$ cat src/rtl/counter_cmd_ctrl.sv
// Command front end for the up/down counter: synchronises and debounces three
// raw buttons, then turns their press pulses into registered up/ctrl commands.
module counter_cmd_ctrl #(
  parameter int unsigned DEBOUNCE_CYCLES = 4,
  parameter int unsigned CNT_W           = $clog2(DEBOUNCE_CYCLES) + 1
) (
  input  logic       clk,
  input  logic       rst_n,
  input  logic       btn_up_raw,
  input  logic       btn_down_raw,
  input  logic       btn_pause_raw,
  output logic       up,
  output logic       ctrl,
  output logic [2:0] state_o
);

  typedef enum logic [2:0] {
    STOPPED  = 3'd0,
    RUN_UP   = 3'd1,
    RUN_DOWN = 3'd2,
    PAUSED   = 3'd3,
    TURN     = 3'd4
  } state_e;

  localparam logic [CNT_W-1:0] CNT_LAST = CNT_W'(DEBOUNCE_CYCLES - 1);

  // Bit 0 = up, bit 1 = down, bit 2 = pause.
  logic [2:0]       raw;
  logic [2:0]       sync1_q, sync2_q, db_q, db_dly_q, press_q;
  logic [CNT_W-1:0] cnt_q [3];

  assign raw = {btn_pause_raw, btn_down_raw, btn_up_raw};

  always_ff @(posedge clk) begin
    if (!rst_n) begin
      sync1_q  <= '0;
      sync2_q  <= '0;
      db_q     <= '0;
      db_dly_q <= '0;
      press_q  <= '0;
      for (int unsigned i = 0; i < 3; i++) cnt_q[i] <= '0;
    end else begin
      sync1_q  <= raw;
      sync2_q  <= sync1_q;
      db_dly_q <= db_q;
      press_q  <= db_q & ~db_dly_q;
      // Any sample matching the current level restarts the count.
      for (int unsigned i = 0; i < 3; i++) begin
        if (sync2_q[i] == db_q[i]) begin
          cnt_q[i] <= '0;
        end else if (cnt_q[i] == CNT_LAST) begin
          db_q[i]  <= sync2_q[i];
          cnt_q[i] <= '0;
        end else begin
          cnt_q[i] <= cnt_q[i] + 1'b1;
        end
      end
    end
  end

  state_e state_q, state_d;
  logic   saved_dir_q, saved_dir_d;
  logic   turn_dir_q, turn_dir_d;
  logic   up_q, up_d, ctrl_q, ctrl_d;
  logic   p_up, p_dn, p_ps;

  assign p_up = press_q[0];
  assign p_dn = press_q[1];
  assign p_ps = press_q[2];

  always_comb begin
    state_d     = state_q;
    saved_dir_d = saved_dir_q;
    turn_dir_d  = turn_dir_q;
    case (state_q)
      STOPPED: begin
        if (p_up && !p_dn)      state_d = RUN_UP;
        else if (p_dn && !p_up) state_d = RUN_DOWN;
      end
      RUN_UP: begin
        if (p_ps) begin
          state_d     = PAUSED;
          saved_dir_d = 1'b1;
        end else if (p_dn && !p_up) begin
          state_d    = TURN;
          turn_dir_d = 1'b0;
        end
      end
      RUN_DOWN: begin
        if (p_ps) begin
          state_d     = PAUSED;
          saved_dir_d = 1'b0;
        end else if (p_up && !p_dn) begin
          state_d    = TURN;
          turn_dir_d = 1'b1;
        end
      end
      PAUSED: begin
        if (p_ps)               state_d = saved_dir_q ? RUN_UP : RUN_DOWN;
        else if (p_up && !p_dn) state_d = RUN_UP;
        else if (p_dn && !p_up) state_d = RUN_DOWN;
      end
      TURN:    state_d = turn_dir_q ? RUN_UP : RUN_DOWN;
      default: state_d = STOPPED;
    endcase
  end

  // Outputs decoded from the next state so they move on the same edge as it.
  always_comb begin
    up_d   = 1'b1;
    ctrl_d = 1'b1;
    case (state_d)
      RUN_UP: begin
        up_d   = 1'b1;
        ctrl_d = 1'b0;
      end
      RUN_DOWN: begin
        up_d   = 1'b0;
        ctrl_d = 1'b0;
      end
      PAUSED:  up_d = saved_dir_d;
      TURN:    up_d = turn_dir_d;
      default: begin
        up_d   = 1'b1;
        ctrl_d = 1'b1;
      end
    endcase
  end

  always_ff @(posedge clk) begin
    if (!rst_n) begin
      state_q     <= STOPPED;
      saved_dir_q <= 1'b0;
      turn_dir_q  <= 1'b0;
      up_q        <= 1'b1;
      ctrl_q      <= 1'b1;
    end else begin
      state_q     <= state_d;
      saved_dir_q <= saved_dir_d;
      turn_dir_q  <= turn_dir_d;
      up_q        <= up_d;
      ctrl_q      <= ctrl_d;
    end
  end

  assign up      = up_q;
  assign ctrl    = ctrl_q;
  assign state_o = state_q;

endmodule

$ cat config.mk
export PLATFORM = sky130hd
export DESIGN_NAME = counter_cmd_ctrl
export DESIGN_NICKNAME = d
export VERILOG_FILES = /design/src/rtl/counter_cmd_ctrl.sv
export SDC_FILE = /design/constraint.sdc
export NUM_CORES = 1
export LEC_CHECK = 0
export BUFFER_PORTS_ARGS = -buffer_cell sky130_fd_sc_hd__buf_2
export CELL_PAD_IN_SITES_DETAIL_PLACEMENT = 1
export CELL_PAD_IN_SITES_GLOBAL_PLACEMENT = 1
export CORE_ASPECT_RATIO = 2
export CORE_MARGIN = 3
export CORE_UTILIZATION = 35
export CTS_BUF_LIST = sky130_fd_sc_hd__clkbuf_4 sky130_fd_sc_hd__clkbuf_8 sky130_fd_sc_hd__clkbuf_16
export DETAILED_ROUTE_END_ITERATION = 6
export PLACE_DENSITY = 0.63
export SLEW_MARGIN = 15
export SYNTH_ARGS = -nofsm -noshare
export SYNTH_HDL_FRONTEND = slang
export SYNTH_SLANG_ARGS = --single-unit
$ cat constraint.sdc
create_clock -name clk -period 3.44 [get_ports clk]
set_input_delay 0.172 -clock clk [delete_from_list [all_inputs] [get_ports clk]]
set_output_delay 0.172 -clock clk [all_outputs]
set_load 0.01 [all_outputs]
Yosys cells after proc, flatten, opt, wreduce, memory -nomap -nowiden
Memories as Yosys holds them, arrays and structs flattened.
Cells that the tools add are included.
{ "totals": {"reg_bits": 22, "n_memories": 1, "out_inout_bits": 5, "inputBits": 5, "mem_bits_rw": 9} }
{ "mem_list": {"columns": ["memory", "words", "width", "rd", "rd_ports_with_merged_regs", "write_ports", "line", "rtl"], "rows": [
  ["cnt_q", 3, 3, 3, 0, 3, "30", "logic [CNT_W-1:0] cnt_q [3];"]
]} }
{ "classes": {"muxes": 63, "n_bitwise": 14, "n_reduce_logical": 9, "add_sub_neg": 3, "eq_ne": 14} }
{ "op_table": {"columns": ["operator", "count"], "rows": [
  ["3-bit two-way mux", 16],
  ["1-bit two-way mux", 41],
  ["3-bit by 2-bit == test with 1-bit output, second input constant", 7],
  ["3-bit one-hot mux with 5 select lines", 1],
  ["3-bit by 1-bit adder with 3-bit output, second input constant", 3],
  ["1-bit bitwise OR", 9],
  ["3-bit by 1-bit == test with 1-bit output, second input constant", 2],
  ["3-bit == test, second input constant", 2],
  ["2-bit AND reduction", 3],
  ["2-bit two-way mux", 2],
  ["1-bit one-hot mux with 2 select lines", 2],
  ["3-bit AND", 1],
  ["1-bit == test", 3],
  ["3-bit logical NOT", 1],
  ["1-bit inverter", 3],
  ["3-bit inverter", 1],
  ["1-bit one-hot mux with 3 select lines", 1],
  ["1-bit logical AND", 2],
  ["1-bit logical NOT", 2],
  ["2-bit OR reduction", 1]
]} }

Longest topological paths before layout
Gate-level depths: netlist of run 1.
{ "depth": {"word_depth": 9, "mapped_depth": 6, "mapped_depth_nobuf": 5} }

Worst setup path after synthesis of run 1
Ideal clock, no wire load.
{ "synth_path": {"path_kind": "reg2reg", "from": "memory cnt_q[0][0] (netlist bit)", "to": "memory cnt_q[0][0] (netlist bit) (data pin)", "t_required_ns": 3.301, "arrival_time_ns": 1.235, "synth_period_minus_slack_ns": 1.375, "path_stages_with_launch": 5, "path_buffers": 0, "setup_slack_ns": 2.065, "setup_time_ns": 0.139, "cell_sequence": "edfxtp_1 ha_1 ha_1 or3_1 nor2_1"} }
{ "synth_lines": {"columns": ["element", "line"], "rows": [
  ["start: declaration", "30"]
]} }

Worst setup path in the final report of run 1
{ "layout_path": {"from": "register state_q[1], in the netlist state_o[1]", "to": "register up_q, in the netlist up"} }
{ "layout_via": {"elab_chain_len": 6} }
{ "layout_lines": {"columns": ["element", "line", "rtl"], "rows": [
  ["start: declaration", "61", "state_e state_q, state_d;"],
  ["start signal: assignment", "138", "state_q <= state_d;"],
  ["3-bit two-way mux", "78, 101", null],
  ["3-bit two-way mux", "77", "if (p_up && !p_dn) state_d = RUN_UP;"],
  ["3-bit two-way mux", "99", "if (p_ps) state_d = saved_dir_q ? RUN_UP : RUN_DOWN;"],
  ["3-bit one-hot mux with 5 select lines", "75", "case (state_q)"],
  ["3-bit == test / 3-bit by 2-bit == test with 1-bit output (equally long branches)", "112", "case (state_d)"],
  ["1-bit one-hot mux with 3 select lines (*)", "112", null],
  ["end signal: assignment", "141", "up_q <= up_d;"],
  ["end: declaration", "64", "logic up_q, up_d, ctrl_q, ctrl_d;"]
]} }
Mark *: on every way between the ends. The rest lies on a longest branch, timed or not.
A chain may end at the register's enable or synchronous reset.

==> results.py, run 1 <==
metrics = {
    "status": {
        "status": "finished clean",
    },
    "cts": {
        "clockBufferDepth": 2,
        "cts_buffers": 5,
        "h-tree-depth": 2,
        "cts_resized": 0,
        "clkTransAtPathRegs_ns": 0.06,
        "cts_sinks": 31,
        "clock_latency_ns": 0.28,
        "cts_setup_buffers": 0,
        "postCtsHoldBufs": 0,
        "cts_tree": "yes",
        "cts-root-buf": "clkbuf_8",
    },
    "power": {
        "total_power_uw": 775,
        "vdd_drop_max_v": 0.000410,
        "leakagePower_nw": 0.648,
        "power_density_nw_per_um2": 501,
    },
    "place": {
        "port_buffers": 9,
        "hpwl_um": 1920,
        "placed_cell_area_um2": 1430,
        "gp_congestion": 0.820,
        "dp_cells": 184,
    },
    "critical_path": {
        "endpoint_kind": "flop",
        "cp.buffers_inverters": 0,
        "crit_family": "flip-flops",
        "critPathMaxStageDelay_ns": 0.54,
        "path_cells": "or2b_1 -> nor2_1 -> a21oi_1 -> a2bb2oi_2 -> o221ai_1",
        "cp-start-kind": "flop",
        "criticalPathCategory": "reg2reg",
        "worstPathMaxFanout": 12,
        "worst_ep_required_time_ns": 3.63,
        "worstPathArrival_ns": 1.72,
        "cpMaxStageDelayCell": "dfxtp_1",
    },
    "die": {
        "rows": 31,
        "core_area_um2": 3650,
        "die_h_um": 93.1,
        "io_pins": 10,
        "die_area_um2": 4610,
        "die_w_um": 49.5,
        "start_util": 0.364,
    },
    "yosys": {
        "synth_top_area_share": 0.332,
        "syn_inst": 122,
        "synth-seq-cells": 31,
        "avgSynthCellArea_um2": 10.9,
        "synth_most_common_cell": "dfxtp_1",
        "ys_seq_area_frac": 0.536,
        "synth_area_leaders": "dfxtp_1, edfxtp_1, ha_1",
        "yosysTopAreaCell": "dfxtp_1",
        "netlist_area_um2": 1330,
        "ys.flop_type": "dfxtp_1",
        "synth_cell_types": 39,
        "synthArstFlopShare": 0,
        "yosysWarnings": 0,
        "synth_common_cells": "dfxtp_1, nor2_1, and2_1, edfxtp_1, inv_1",
        "synth_edf_count": 9,
    },
    "sta": {
        "slew_violations": 0,
        "finalHoldViolCount": 0,
        "skew_ns": 0.00628,
        "rsz0062_at_grt": "no",
        "setup_tns_ns": 0,
        "period_share": 0.445,
        "min_period_ns": 1.53,
        "clock.fmax_mhz": 653,
        "setup_viol": 0,
    },
    "routing": {
        "wl_per_cell_um": 12.3,
        "viasPerCell": 4.67,
        "drt-initial-drc-count": 3,
        "drc_errors": 0,
        "wl_um": 2370,
        "ant_nets": 0,
        "drt_pass1_iterations": 3,
        "vias": 897,
    },
    "grt": {
        "busiest_layer": "met2",
        "met1_usage": 0.105,
        "grt_pass1_vias": 984,
        "grt_overflow": 0,
        "grt_pass1_wl_um": 4280,
        "met3_usage": 0.0335,
        "grt_usage": 0.126,
        "use_met2": 0.240,
        "grt_max_degree": 14,
        "antenna_found_initial": 0,
    },
    "finish": {
        "final_util": 0.424,
        "drive_above_1_share": 0.182,
        "stdcell_area_um2": 1550,
        "layout.nets": 153,
        "diodes": 0,
        "fin_cells": 192,
        "area.growth.synth_to_final_pct": 16.6,
    },
    "min_path": {
        "hold_path_class": "in2reg",
    },
    "job": {
        "max_cap_viol_count": 0,
    },
}
## state kept, by name (all words and copies together), names as in the netlist, 3 cells and up
register  cells
db_dly_q      3
sync1_q       3
press_q       3
state_o       3
sync2_q       3
db_q          3
cnt_q         9
## cells by family (layout without fill, tap and decap cells)
| family | count (synthesis) | count (layout) | share of synthesized area |
|---|---|---|---|
| other | 1 | 9 | 0.00283 |
| multiplexers | 4 | 4 | 0.0302 |
| buffers and inverters | 13 | 26 | 0.0509 |
| AND/OR/NAND/NOR | 50 | 50 | 0.218 |
| AO/OA/AOI/OAI | 14 | 14 | 0.0859 |
| adder cells (fa/ha/maj) | 6 | 6 | 0.0566 |
| flip-flops | 31 | 31 | 0.536 |
| XOR/XNOR | 3 | 3 | 0.0198 |
## layout by cell type (no fill, tap or decap), types with 2 or more instances in the layout
master    synthesis  layout
and2_1            9       9
conb_1            1       9
xnor2_1           3       3
ha_1              6       6
nand2_1           2       2
inv_1             7       7
o21ai_0           2       2
nor2b_1           4       4
clkbuf_8          0       6
or2b_1            2       2
dfxtp_1          22      22
mux2i_1           4       4
nand3_1           2       2
edfxtp_1          9       9
buf_2             0       9
nor3_1            2       2
or3_1             4       4
nor2_1           16      16
inv_2             2       2
a21oi_1           3       3
## final cells by class
type / instances / area, um^2
Multi-Input combinational cell: 86 / 578
Tap cell: 49 / 61.3
Clock buffer: 6 / 82.6
Clock inverter: 2 / 35.0
Inverter: 9 / 33.8
Timing Repair Buffer: 9 / 45.0
Sequential cell: 31 / 711
Fill cell: 438 / 2100
## final timing paths
path / endpoint / slack [ns] / depth (start not counted) / start
hold reg to reg: press_q[0] / 0.39 / 1 / db_dly_q[0]
hold / removal: sync1_q[1] / 0.1 / 2 / btn_down_raw
setup / recovery: up / 1.91 / 5 / state_o[1]
setup reg to reg: up / 1.91 / 5 / state_o[1]
## metrics by stage
stage,hold WS (ns),setup slack [ns]
after global placement,0.374,1.89
after CTS,0.0883,1.86
final,0.0986,1.91
after detailed placement,0.381,1.88
after global routing,0.107,1.76
after floorplan,0.299,2.07
## layer usage
metal	wire length, um	part of all wire	vias up
met1	813	0.34	437
met5	0	0	-
met2	1390	0.59	15
li1	-	-	440
met3	82	0.035	5
met4	79	0.033	0
## power by group
part | switching, mW | internal (mW)
clock network | 0.129 | 0.234
registers | 0.00408 | 0.385
logic | 0.0128 | 0.0103
total | 0.146 | 0.629
(Power assumes the default switching activity.)
==> run 2: changes to the inputs <==
- ABC_AREA: unset -> 1
- PLACE_DENSITY: 0.63 -> 0.68
- clock period: 3.44 -> 1.33 ns (I/O delays scaled with it)
==> results.py, run 2 <==
metrics = {
    "power": {
        "switching_power_uw": 645,
        "seqPwrFrac": 0.469,
        "leakagePower_nw": 0.835,
        "vdd_drop_max_v": 0.000798,
        "clkPwrFrac": 0.345,
        "power_density_nw_per_um2": 1370,
        "p_sw_frac": 0.273,
        "p_comb_frac": 0.186,
        "power.internal_mw": 1.72,
        "total_power_mw": 2.36,
    },
    "sta": {
        "setup_tns_ns": 0,
        "rsz0062_at_grt": "yes",
        "finalHoldViolCount": 0,
        "setup_viol": 0,
        "slew_violations": 0,
        "min_period_ns": 1.30,
        "period_share": 0.977,
        "clock.fmax_mhz": 770,
        "skew_ns": 0.00246,
    },
    "yosys": {
        "ys.flop_type": "dfxtp_1",
        "synth_cell_types": 24,
        "ys_seq_area_frac": 0.539,
        "synth_most_common_cell": "inv_1",
        "synth_top_area_share": 0.334,
        "synth_area_leaders": "dfxtp_1, edfxtp_1, inv_1",
        "yosysWarnings": 0,
        "netlist_area_um2": 1320,
        "synth-seq-cells": 31,
        "synthArstFlopShare": 0,
        "synth_common_cells": "inv_1, nand2_1, dfxtp_1, nor2_1, edfxtp_1",
        "syn_inst": 154,
        "avgSynthCellArea_um2": 8.56,
        "yosysTopAreaCell": "dfxtp_1",
        "synth_edf_count": 9,
    },
    "die": {
        "die_h_um": 92.8,
        "rows": 31,
        "core_area_um2": 3610,
        "start_util": 0.365,
        "die_w_um": 49.4,
        "die_area_um2": 4580,
        "io_pins": 10,
    },
    "routing": {
        "ant_nets": 0,
        "viasPerCell": 4.51,
        "drt_pass1_iterations": 3,
        "drc_errors": 0,
        "wl_um": 2760,
        "vias": 1064,
        "wl_per_cell_um": 11.7,
        "drt-initial-drc-count": 14,
    },
    "min_path": {
        "hold_end": "up",
        "worstHoldStart": "rst_n",
        "hold_path_depth": 2,
        "hold_path_class": "in2reg",
    },
    "grt": {
        "grt_usage": 0.139,
        "grt_max_degree": 20,
        "grt_pass1_vias": 1129,
        "grt_overflow": 0,
        "antenna_found_initial": 0,
        "grt_pass1_wl_um": 4760,
    },
    "finish": {
        "largest_reg_flops": 9,
        "regMostFlops": "cnt_q",
        "diodes": 0,
        "layout_common_cells": "inv_1, nand2_1, nor2_1",
        "final_common_cell": "inv_1",
        "area.growth.synth_to_final_pct": 31.3,
        "fillers": 443,
        "drive_above_1_share": 0.305,
        "layout.nets": 197,
    },
    "status": {
        "status": "finished clean",
    },
    "critical_path": {
        "worstPathArrival_ns": 1.43,
        "cp-startpoint": "cnt_q[0][0]",
        "criticalPathCategory": "reg2reg",
        "worst_ep_required_time_ns": 1.46,
        "crit-reg2reg-capture": "cnt_q[0][2]",
        "endpoint_kind": "flop",
        "r2r-start": "cnt_q[0][0]",
        "reg2reg_depth": 5,
        "cp-start-kind": "flop",
        "worstPathMaxFanout": 3,
        "r2r_slack_ns": 0.03,
    },
    "place": {
        "gp_congestion": 0.787,
        "port_buffers": 9,
        "hpwl_um": 2090,
    },
    "cts": {
        "h-tree-depth": 2,
        "clock_latency_ns": 0.28,
        "clkTransAtPathRegs_ns": 0.06,
        "cts_buffers": 5,
        "cts-root-buf": "clkbuf_8",
        "clockBufferDepth": 2,
        "cts_tree": "yes",
        "cts_sinks": 31,
    },
    "job": {
        "max_cap_viol_count": 0,
    },
}
run 2: cell count changes after synthesis, moves of 3 or more:
cell,previous run,this run
a21oi_1,3,7
and2_1,9,0
inv_1,7,29
mux2i_1,4,0
nand2_1,2,25
nand2_2,0,3
nand3_2,0,3
nor2_1,16,22
nor2b_1,4,0
o211ai_1,0,3
or3_1,4,0
xnor2_1,3,0
run 2: power groups by stage:
stage	clock [mW]	sequential (mW)	combinational, mW
3_3_place_gp	0	1.12	0.348
2_1_floorplan	0	1.13	0.242
6_report	0.815	1.11	0.441
3_5_place_dp	0	1.12	0.372
4_1_cts	0.849	1.11	0.391
5_1_grt	0.882	1.12	0.509
run 2: critical path, stage by stage, from the launching register on:
cell      delay (ns)
edfxtp_1        0.40
ha_2            0.23
ha_4            0.17
a21oi_2         0.09
o211ai_1        0.14
nor2_1          0.13
run 2: area by class of cell:
cell class	instances	area, um^2	share of cell area
flip-flops and latches	31	727	0.420
multi-input cells	97	591	0.341
repair buffers	19	128	0.0738
inverters	32	120	0.0694
well taps	49	61.3	0.0354
clock buffers	8	104	0.0600
run 2: worst max path at each step:
| stage | slack (ns) | cells after the start | endpoint |
|---|---|---|---|
| floorplan | 0.12 | 5 | cnt_q[0][0] |
| global placement | 0.04 | 9 | up |
| detailed placement | -0.08 | 5 | cnt_q[0][2] |
| CTS | 0.007 | 5 | cnt_q[0][2] |
| global route | -0.07 | 5 | cnt_q[0][2] |
| finish | 0.03 | 5 | cnt_q[0][2] |
run 2: cell families (layout without fill, tap and decap cells):
kind of cell             count (synthesis)  after routing  synth area share
AND/OR/NAND/NOR                         66             66             0.234
adder cells (fa/ha/maj)                  6              6            0.0570
buffers and inverters                   34             59            0.0978
AO/OA/AOI/OAI                           16             16            0.0693
other                                    1              9           0.00285
flip-flops                              31             31             0.539
run 2: routing by layer:
layer | wire, um | track usage | vias to the layer above
li1 | - | - | 530
met1 | 888 | 0.118 | 513
met2 | 1730 | 0.280 | 14
met3 | 76 | 0.0290 | 7
met4 | 70 | 0.0762 | 0
met5 | 0 | 0 | -
run 2: repair_timing:
action                                 in CTS  in global routing
gates resized for setup                    12                 16
pin swaps                                   5                  8
setup endpoints to repair                  11                 12
hold buffers                                3                  0
buffers inserted                            3                  4
endpoints found under the hold margin       3                  0
run 2: per-stage QoR:
stage | instance area, um^2 | util | hold WS [ns] | std cells | setup WS (ns)
4_1_cts | 1630 | 0.452 | 0.146 | 232 | 0.00739
5_1_grt | 1730 | 0.480 | 0.180 | 236 | -0.0668
3_3_place_gp | 1450 | 0.401 | 0.248 | 218 | 0.0367
2_1_floorplan | 1350 | - | 0.164 | 162 | 0.118
6_report | 1730 | 0.480 | 0.148 | 236 | 0.0309
3_5_place_dp | 1450 | 0.401 | 0.255 | 218 | -0.0816
==> run 3: changes to the inputs <==
- CORE_UTILIZATION: 35 -> 36
- PLACE_DENSITY: 0.68 -> 0.7
- RECOVER_POWER: unset -> 25
==> results.py, run 3 (same netlist as run 2, synthesis figures left out) <==
metrics = {
    "status": {
        "status": "finished clean",
    },
    "cts": {
        "clockBufferDepth": 2,
        "clock_latency_ns": 0.29,
        "clkTransAtPathRegs_ns": 0.07,
        "cts_sinks": 31,
        "cts_tree": "yes",
        "h-tree-depth": 2,
        "cts-root-buf": "clkbuf_8",
        "cts_buffers": 5,
    },
    "finish": {
        "stdcell_area_um2": 1700,
        "area.growth.synth_to_final_pct": 29.2,
        "largest_reg_flops": 9,
        "final_common_cell": "inv_1",
        "regMostFlops": "cnt_q",
        "diodes": 0,
        "layout.nets": 196,
        "drive_above_1_share": 0.301,
        "layout_common_cells": "inv_1, nand2_1, nor2_1",
    },
    "sta": {
        "setup_tns_ns": 0,
        "finalHoldViolCount": 0,
        "slew_violations": 0,
        "hold_slack_ns": 0.121,
        "clock.fmax_mhz": 760,
        "period_share": 0.990,
        "min_period_ns": 1.32,
        "rsz0062_at_grt": "yes",
        "setup_viol": 0,
        "fin_ws_ns": 0.0138,
        "skew_ns": 0.00700,
    },
    "routing": {
        "vias": 1051,
        "drt-initial-drc-count": 25,
        "drc_errors": 0,
        "ant_nets": 0,
        "viasPerCell": 4.49,
        "wl_um": 2850,
        "wl_per_cell_um": 12.2,
        "drt_pass1_iterations": 3,
    },
    "place": {
        "pre_cts_slack_ns": -0.0459,
        "placed_cell_area_um2": 1440,
        "gp_congestion": 0.829,
        "port_buffers": 9,
        "hpwl_um": 2020,
    },
    "critical_path": {
        "endpoint_kind": "flop",
        "worstPathMaxFanout": 3,
        "cp-start-kind": "flop",
        "worst_ep_required_time_ns": 1.47,
        "criticalPathCategory": "reg2reg",
        "worstPathArrival_ns": 1.46,
    },
    "power": {
        "total_power_mw": 2.22,
        "leakagePower_nw": 0.809,
        "vdd_drop_max_v": 0.000874,
        "power_density_nw_per_um2": 1310,
    },
    "grt": {
        "grt_usage": 0.143,
        "grt_max_degree": 20,
        "busiest_layer": "met2",
        "met3_usage": 0.0411,
        "met1_usage": 0.119,
        "use_met2": 0.275,
        "grt_overflow": 0,
        "grt_pass1_wl_um": 4830,
        "antenna_found_initial": 0,
        "grt_pass1_vias": 1176,
    },
    "die": {
        "start_util": 0.382,
        "core_area_um2": 3450,
        "rows": 30,
        "die_w_um": 48.8,
        "die_area_um2": 4470,
        "io_pins": 10,
        "die_h_um": 91.6,
    },
    "job": {
        "max_cap_viol_count": 0,
    },
    "min_path": {
        "hold_path_class": "in2reg",
    },
}
-- run 3: final cells by class --
class / count / area (um^2)
clock inverter: 3 / 15.0
multi-input combinational: 97 / 593
tap: 48 / 60.1
fill: 430 / 1750
inverter: 32 / 120
clock buffer: 5 / 68.8
sequential: 31 / 724
timing repair buffer: 18 / 120
-- run 3: final timing paths --
check | startpoint | to | slack (ns) | cells after the start
worst max-delay path | cnt_q[0][0] | cnt_q[0][0] | 0.01 | 5
worst min-delay path | rst_n | up | 0.12 | 2
worst max register to register | cnt_q[0][0] | cnt_q[0][0] | 0.01 | 5
worst min register to register | db_dly_q[1] | press_q[1] | 0.38 | 1
-- run 3: critical path, cell delays in order (launching register included) --
cell      delay (ns)
edfxtp_1        0.45
ha_4            0.21
ha_4            0.16
a21oi_2         0.09
o211ai_1        0.13
nor2_1          0.14
-- run 3: repair_timing --
item	CTS	global route
pin swaps	4	7
setup endpoints to repair	11	14
hold buffers	3	0
gates resized for setup	9	18
hold endpoints to repair	3	0
buffers inserted	3	3
-- run 3: report_power, final --
group	internal, mW	total, mW	switching, mW
logic	0.163	0.407	0.244
clock network	0.357	0.699	0.342
registers	1.05	1.12	0.0647
total	1.57	2.22	0.650
-- run 3: layer usage --
layer  wire length [um]  vias to the layer above
met4                133                        0
li1                   -                      530
met1                926                      490
met5                  0                        -
met3                 86                       13
met2               1700                       18
-- run 3: through the flow --
stage / instances / util
after floorplan: 162 / -
after detailed placement: 217 / 0.418
after CTS: 231 / 0.464
final: 234 / 0.493
after global placement: 217 / 0.418
after global routing: 234 / 0.493
